[config.mk]
export PLATFORM = sky130hd
export DESIGN_NAME = axi_read_arbiter
export DESIGN_NICKNAME = d
export VERILOG_FILES = /design/src/rtl/axi_read_arbiter.sv
export SDC_FILE = /design/constraint.sdc
export NUM_CORES = 1
export LEC_CHECK = 0
export CAP_MARGIN = 25
export CELL_PAD_IN_SITES_DETAIL_PLACEMENT = 1
export CELL_PAD_IN_SITES_GLOBAL_PLACEMENT = 2
export CORE_MARGIN = 1.5
export CORE_UTILIZATION = 20
export DETAILED_ROUTE_END_ITERATION = 7
export PLACE_DENSITY_LB_ADDON = 0.1
export RECOVER_POWER = 50
export SETUP_SLACK_MARGIN = 0.1
export SYNTH_ARGS = -nofsm -noshare
export SYNTH_HDL_FRONTEND = slang
export SYNTH_SLANG_ARGS = --single-unit
export TNS_END_PERCENT = 1
[constraint.sdc]
create_clock -name clk -period 2.66 [get_ports clk]
set_input_delay 0.532 -clock clk [delete_from_list [all_inputs] [get_ports clk]]
set_output_delay 0.532 -clock clk [all_outputs]
set_load 0.05 [all_outputs]
[src/rtl/axi_read_arbiter.sv]
// axi_read_arbiter: arbitrates NUM_MASTERS AXI read masters onto one downstream port,
// one transaction outstanding at a time, round-robin or fixed priority.
module axi_read_arbiter #(
   parameter int NUM_MASTERS = 2,
   parameter int ADDR_WIDTH  = 32,
   parameter int DATA_WIDTH  = 32,
   parameter int ARLEN_WIDTH = 8,
   parameter int FIXED_PRIO  = 0,
   localparam int GW = $clog2(NUM_MASTERS)
) (
   input  logic                                    clk,
   input  logic                                    rst_n,
   input  logic [NUM_MASTERS-1:0][ADDR_WIDTH-1:0]  m_araddr,
   input  logic [NUM_MASTERS-1:0][ARLEN_WIDTH-1:0] m_arlen,
   input  logic [NUM_MASTERS-1:0][2:0]             m_arsize,
   input  logic [NUM_MASTERS-1:0][1:0]             m_arburst,
   input  logic [NUM_MASTERS-1:0]                  m_arvalid,
   output logic [NUM_MASTERS-1:0]                  m_arready,
   output logic [DATA_WIDTH-1:0]                   m_rdata,
   output logic [1:0]                              m_rresp,
   output logic                                    m_rlast,
   output logic [NUM_MASTERS-1:0]                  m_rvalid,
   input  logic [NUM_MASTERS-1:0]                  m_rready,
   output logic [ADDR_WIDTH-1:0]                   s_araddr,
   output logic [ARLEN_WIDTH-1:0]                  s_arlen,
   output logic [2:0]                              s_arsize,
   output logic [1:0]                              s_arburst,
   output logic                                    s_arvalid,
   input  logic                                    s_arready,
   input  logic [DATA_WIDTH-1:0]                   s_rdata,
   input  logic [1:0]                              s_rresp,
   input  logic                                    s_rlast,
   input  logic                                    s_rvalid,
   output logic                                    s_rready,
   output logic [GW-1:0]                           grant_id,
   output logic                                    busy,
   output logic                                    len_err
);
   typedef enum logic [1:0] {IDLE, ADDR, DATA} state_t;
   localparam logic [NUM_MASTERS-1:0] one_hot0 = 1;
   localparam logic [ARLEN_WIDTH:0]   cnt_one  = 1;
   state_t               state, state_nxt;
   logic [GW-1:0]        last_grant, winner;
   logic [ARLEN_WIDTH:0] cnt;
   logic                 found, r_hs;
   int                   start, idx;
   assign s_arvalid = state == ADDR;
   assign busy      = state != IDLE;
   assign s_rready  = state == DATA && m_rready[grant_id];
   assign r_hs      = s_rready && s_rvalid;
   assign m_arready = s_arvalid && s_arready ? one_hot0 << grant_id : '0;
   assign m_rvalid  = state == DATA && s_rvalid ? one_hot0 << grant_id : '0;
   assign m_rdata   = s_rdata;
   assign m_rresp   = s_rresp;
   assign m_rlast   = s_rlast;
   always_comb begin
      state_nxt = state;
      start = (FIXED_PRIO != 0 || int'(last_grant) == NUM_MASTERS - 1) ? 0 : int'(last_grant) + 1;
      winner = '0;
      found = 1'b0;
      idx = 0;
      for (int i = 0; i < NUM_MASTERS; i++) begin
         idx = start + i >= NUM_MASTERS ? start + i - NUM_MASTERS : start + i;
         if (!found && m_arvalid[idx]) begin
            winner = GW'(idx);
            found = 1'b1;
         end
      end
      case (state)
         IDLE:    state_nxt = found ? ADDR : IDLE;
         ADDR:    state_nxt = s_arready ? DATA : ADDR;
         DATA:    state_nxt = r_hs && s_rlast ? IDLE : DATA;
         default: state_nxt = IDLE;
      endcase
   end
   // AR fields are captured at arbitration so they stay stable however long the slave stalls
   always_ff @(posedge clk or negedge rst_n) begin
      if (!rst_n) begin
         state      <= IDLE;
         last_grant <= GW'(NUM_MASTERS - 1);
         grant_id   <= '0;
         cnt        <= '0;
         len_err    <= 1'b0;
         s_araddr   <= '0;
         s_arlen    <= '0;
         s_arsize   <= '0;
         s_arburst  <= '0;
      end else begin
         state   <= state_nxt;
         len_err <= 1'b0;
         if (state == IDLE && found) begin
            grant_id  <= winner;
            s_araddr  <= m_araddr[winner];
            s_arlen   <= m_arlen[winner];
            s_arsize  <= m_arsize[winner];
            s_arburst <= m_arburst[winner];
         end
         if (s_arvalid && s_arready) cnt <= {1'b0, s_arlen};
         if (r_hs) begin
            cnt     <= cnt == '0 ? cnt : cnt - cnt_one;
            len_err <= s_rlast != (cnt == '0);
            if (s_rlast) last_grant <= grant_id;
         end
      end
   end
endmodule

==> out/metrics.cfg <==
[grt]
grt-ovfl-total = 0
grtUsageTotal_pct = 12.5
grt_pass1_vias = 2894
antenna_found_initial = 0
grt_pass1_wl_um = 15600
grt_max_degree = 75

[cts]
clockRootBuffer = clkbuf_16
tritoncts = done
clk_pin_slew_ns = 0.05
clock_latency_ns = 0.33
clockBufferDepth = 2
ctsHtreeMaxLevel = 3
numCtsBuffers = 9
cts_setup_buffers = 0
hold_buffers = 0
cts_num_sinks = 59
cts-resized-gates = 0

[setup_path]
arrival_ns = 2.58
end_kind = register
required_ns = 2.86
critPathTopFamily = buffers and inverters
path_cells = dlygate4sd3_1, a21boi_4, buf_2, mux2i_1, a21oi_1
cp-start-kind = input pin
worstPathMaxFanout = 32
startpoint = m_arvalid[0]
ff2ff_path_depth = 4
cpPeakStageDelay_ns = 0.80
worstReg2RegEnd = cnt[3]
cp_num_buf_inv = 2
crit-reg2reg-launch = grant_id
slowest_stage = buf_2
r2r_slack_ns = 0.54
critical_path_class = input pin to register

[routing]
vias = 2770
wl_per_cell_um = 15.3
drc = 0
first_pass_iters = 4
wirelength_um = 10100
antenna_left = 0
vias_per_cell = 4.20
drt_iter0_drc = 69

[logic_synthesis]
synth_cells = 324
synth_area_sq_um = 3170
synth-edff-count = 0
syn_nets = 458
syn_avg_cell_area_sq_um = 9.80
synth_cell_types = 44
ys_seq_area_share_pct = 46.6
postSynth.asyncResetShare_pct = 100
synth_seq_cells = 59
ys.flop_type = dfrtp_1
yosysWarningCount = 0

[timing]
max_slew_margin_pct = 26.2
fmax_ghz = 0.420
worst_pin_slew_ns = 1.11
setup_viol = 0
skew_ns = 0.00615
fin_tns_setup_ns = 0
hold_viol = 0
min_period_ns = 2.38
rsz0062_at_grt = no
slew_viol_final = 0
hold_ws_ns = 0.0708
period_share_pct = 89.4

[finish]
finalInstanceArea_sq_um = 5070
final_core_util_pct = 33.0
nets = 578
antenna_cells = 0
drive_above_1_share_pct = 9.13
syn_to_final_growth_pct = 59.8

[pwr]
vdd_drop_max_mv = 0.358
p_leak_nw = 2.06
powerDensity_nw_per_um2 = 1280

[job]
cap_violations = 0

[place]
placed_area_sq_um = 4770
hpwl_um = 7680
place.gp.congestion = 0.771
numPortBuffers = 153

[status]
status = finished clean

[floorplan]
fp.dieArea_sq_um = 16600
pin_count = 222
die_y_um = 129
rows = 45
die_w_um = 129
core_area_sq_um = 15400
initial_utilization_pct = 20.7

[worst_hold_path]
hold_path.class = input pin to asynchronous set/reset pin

worst max path at each step:
stage                    to  slack [ns]  depth (start not counted)
2_1_floorplan  m_arready[0]        0.13                          4
3_3_place_gp         cnt[3]        0.08                          5
3_5_place_dp         cnt[3]       0.009                          5
4_1_cts                busy        0.31                          2
5_1_grt         s_araddr[2]        0.13                          5
6_report         s_arlen[0]        0.28                          5
cells in the final DEF (no fill, tap or decap), drive strengths merged, types with 2 or more instances in the layout:
| cell | Yosys | routed |
|---|---|---|
| clkdlybuf4s50 | 0 | 145 |
| dfrtp | 58 | 58 |
| nor2 | 56 | 56 |
| a21oi | 49 | 49 |
| mux2i | 49 | 49 |
| clkbuf | 8 | 16 |
| buf | 47 | 14 |
| inv | 5 | 5 |
| nand2 | 5 | 5 |
| o221ai | 5 | 5 |
| o21ai | 5 | 5 |
| nor3 | 4 | 4 |
| nor4 | 3 | 3 |
| nand3 | 3 | 3 |
| nand2b | 2 | 2 |
| bufinv | 0 | 2 |
| or2 | 2 | 2 |
| or4 | 2 | 2 |
synthesized netlist by cell type, types with 2 or more instances:
library cell  instances  area, sq um
buf_4                35          263
nor2_1               56          210
nor4_1                3         18.8
o221ai_1              5         43.8
mux2i_1              48          480
a21oi_1              49          245
dfrtp_1              58         1450
buf_2                11         55.1
clkbuf_1              8         30.0
nand2_1               5         18.8
o21ai_0               4         20.0
nand3_1               3         15.0
inv_1                 5         18.8
nand2b_1              2         12.5
nor3_1                3         15.0
state kept, by name (all words and copies together) (netlist names):
signal and count:
cnt 9, grant_id 1, last_grant 1, len_err 1, s_araddr 32, s_arburst 2
s_arlen 8, s_arsize 3, state 2
where the power goes:
group	total, mW	internal, mW	switching, mW
clock	1.28	0.869	0.412
combinational	3.57	1.27	2.30
sequential	1.66	1.34	0.317
per-stage QoR:
stage | setup WS (ns) | std cells | power, mW
2_1_floorplan | 0.134 | 324 | 4.06
3_3_place_gp | 0.0778 | 644 | 5.26
3_5_place_dp | 0.00908 | 644 | 5.31
4_1_cts | 0.314 | 660 | 6.63
5_1_grt | 0.129 | 660 | 6.92
6_report | 0.281 | 660 | 6.51
per-layer routing:
layer | global-route usage (%) | vias to the layer above | wire length [um]
met4 | 5.49 | 0 | 178
met2 | 20.4 | 111 | 4850
li1 | - | 1340 | -
met3 | 5.20 | 18 | 962
met1 | 14.3 | 1301 | 4120
met5 | 0 | - | 0
worst reg2reg max path, delay by kind of cell (launching register included):
kind	cells	cell delay [ns]
flip-flops	1	0.37
multiplexers	1	0.45
AO/OA/AOI/OAI	2	0.54
AND/OR/NAND/NOR	1	0.63
cells by family after synthesis:
kind of cell | count (synthesis) | share of synthesized area (%)
simple gates | 84 | 12.3
compound gates | 69 | 12.7
buf+inv | 60 | 11.9
flops | 59 | 46.6
mux | 50 | 15.9
xor+xnor | 1 | 0.276
fa+ha+maj | 1 | 0.394
layout make-up:
class                   instances  area (sq um)
well taps                     211           264
inverters                       5          18.8
fillers                      1729         10300
repair buffers                164          1640
clock buffers                  12           256
multi-input cells             205          1340
clock inverters                 4          72.6
flip-flops and latches         59          1480
Power figures use the tool's default switching activity.
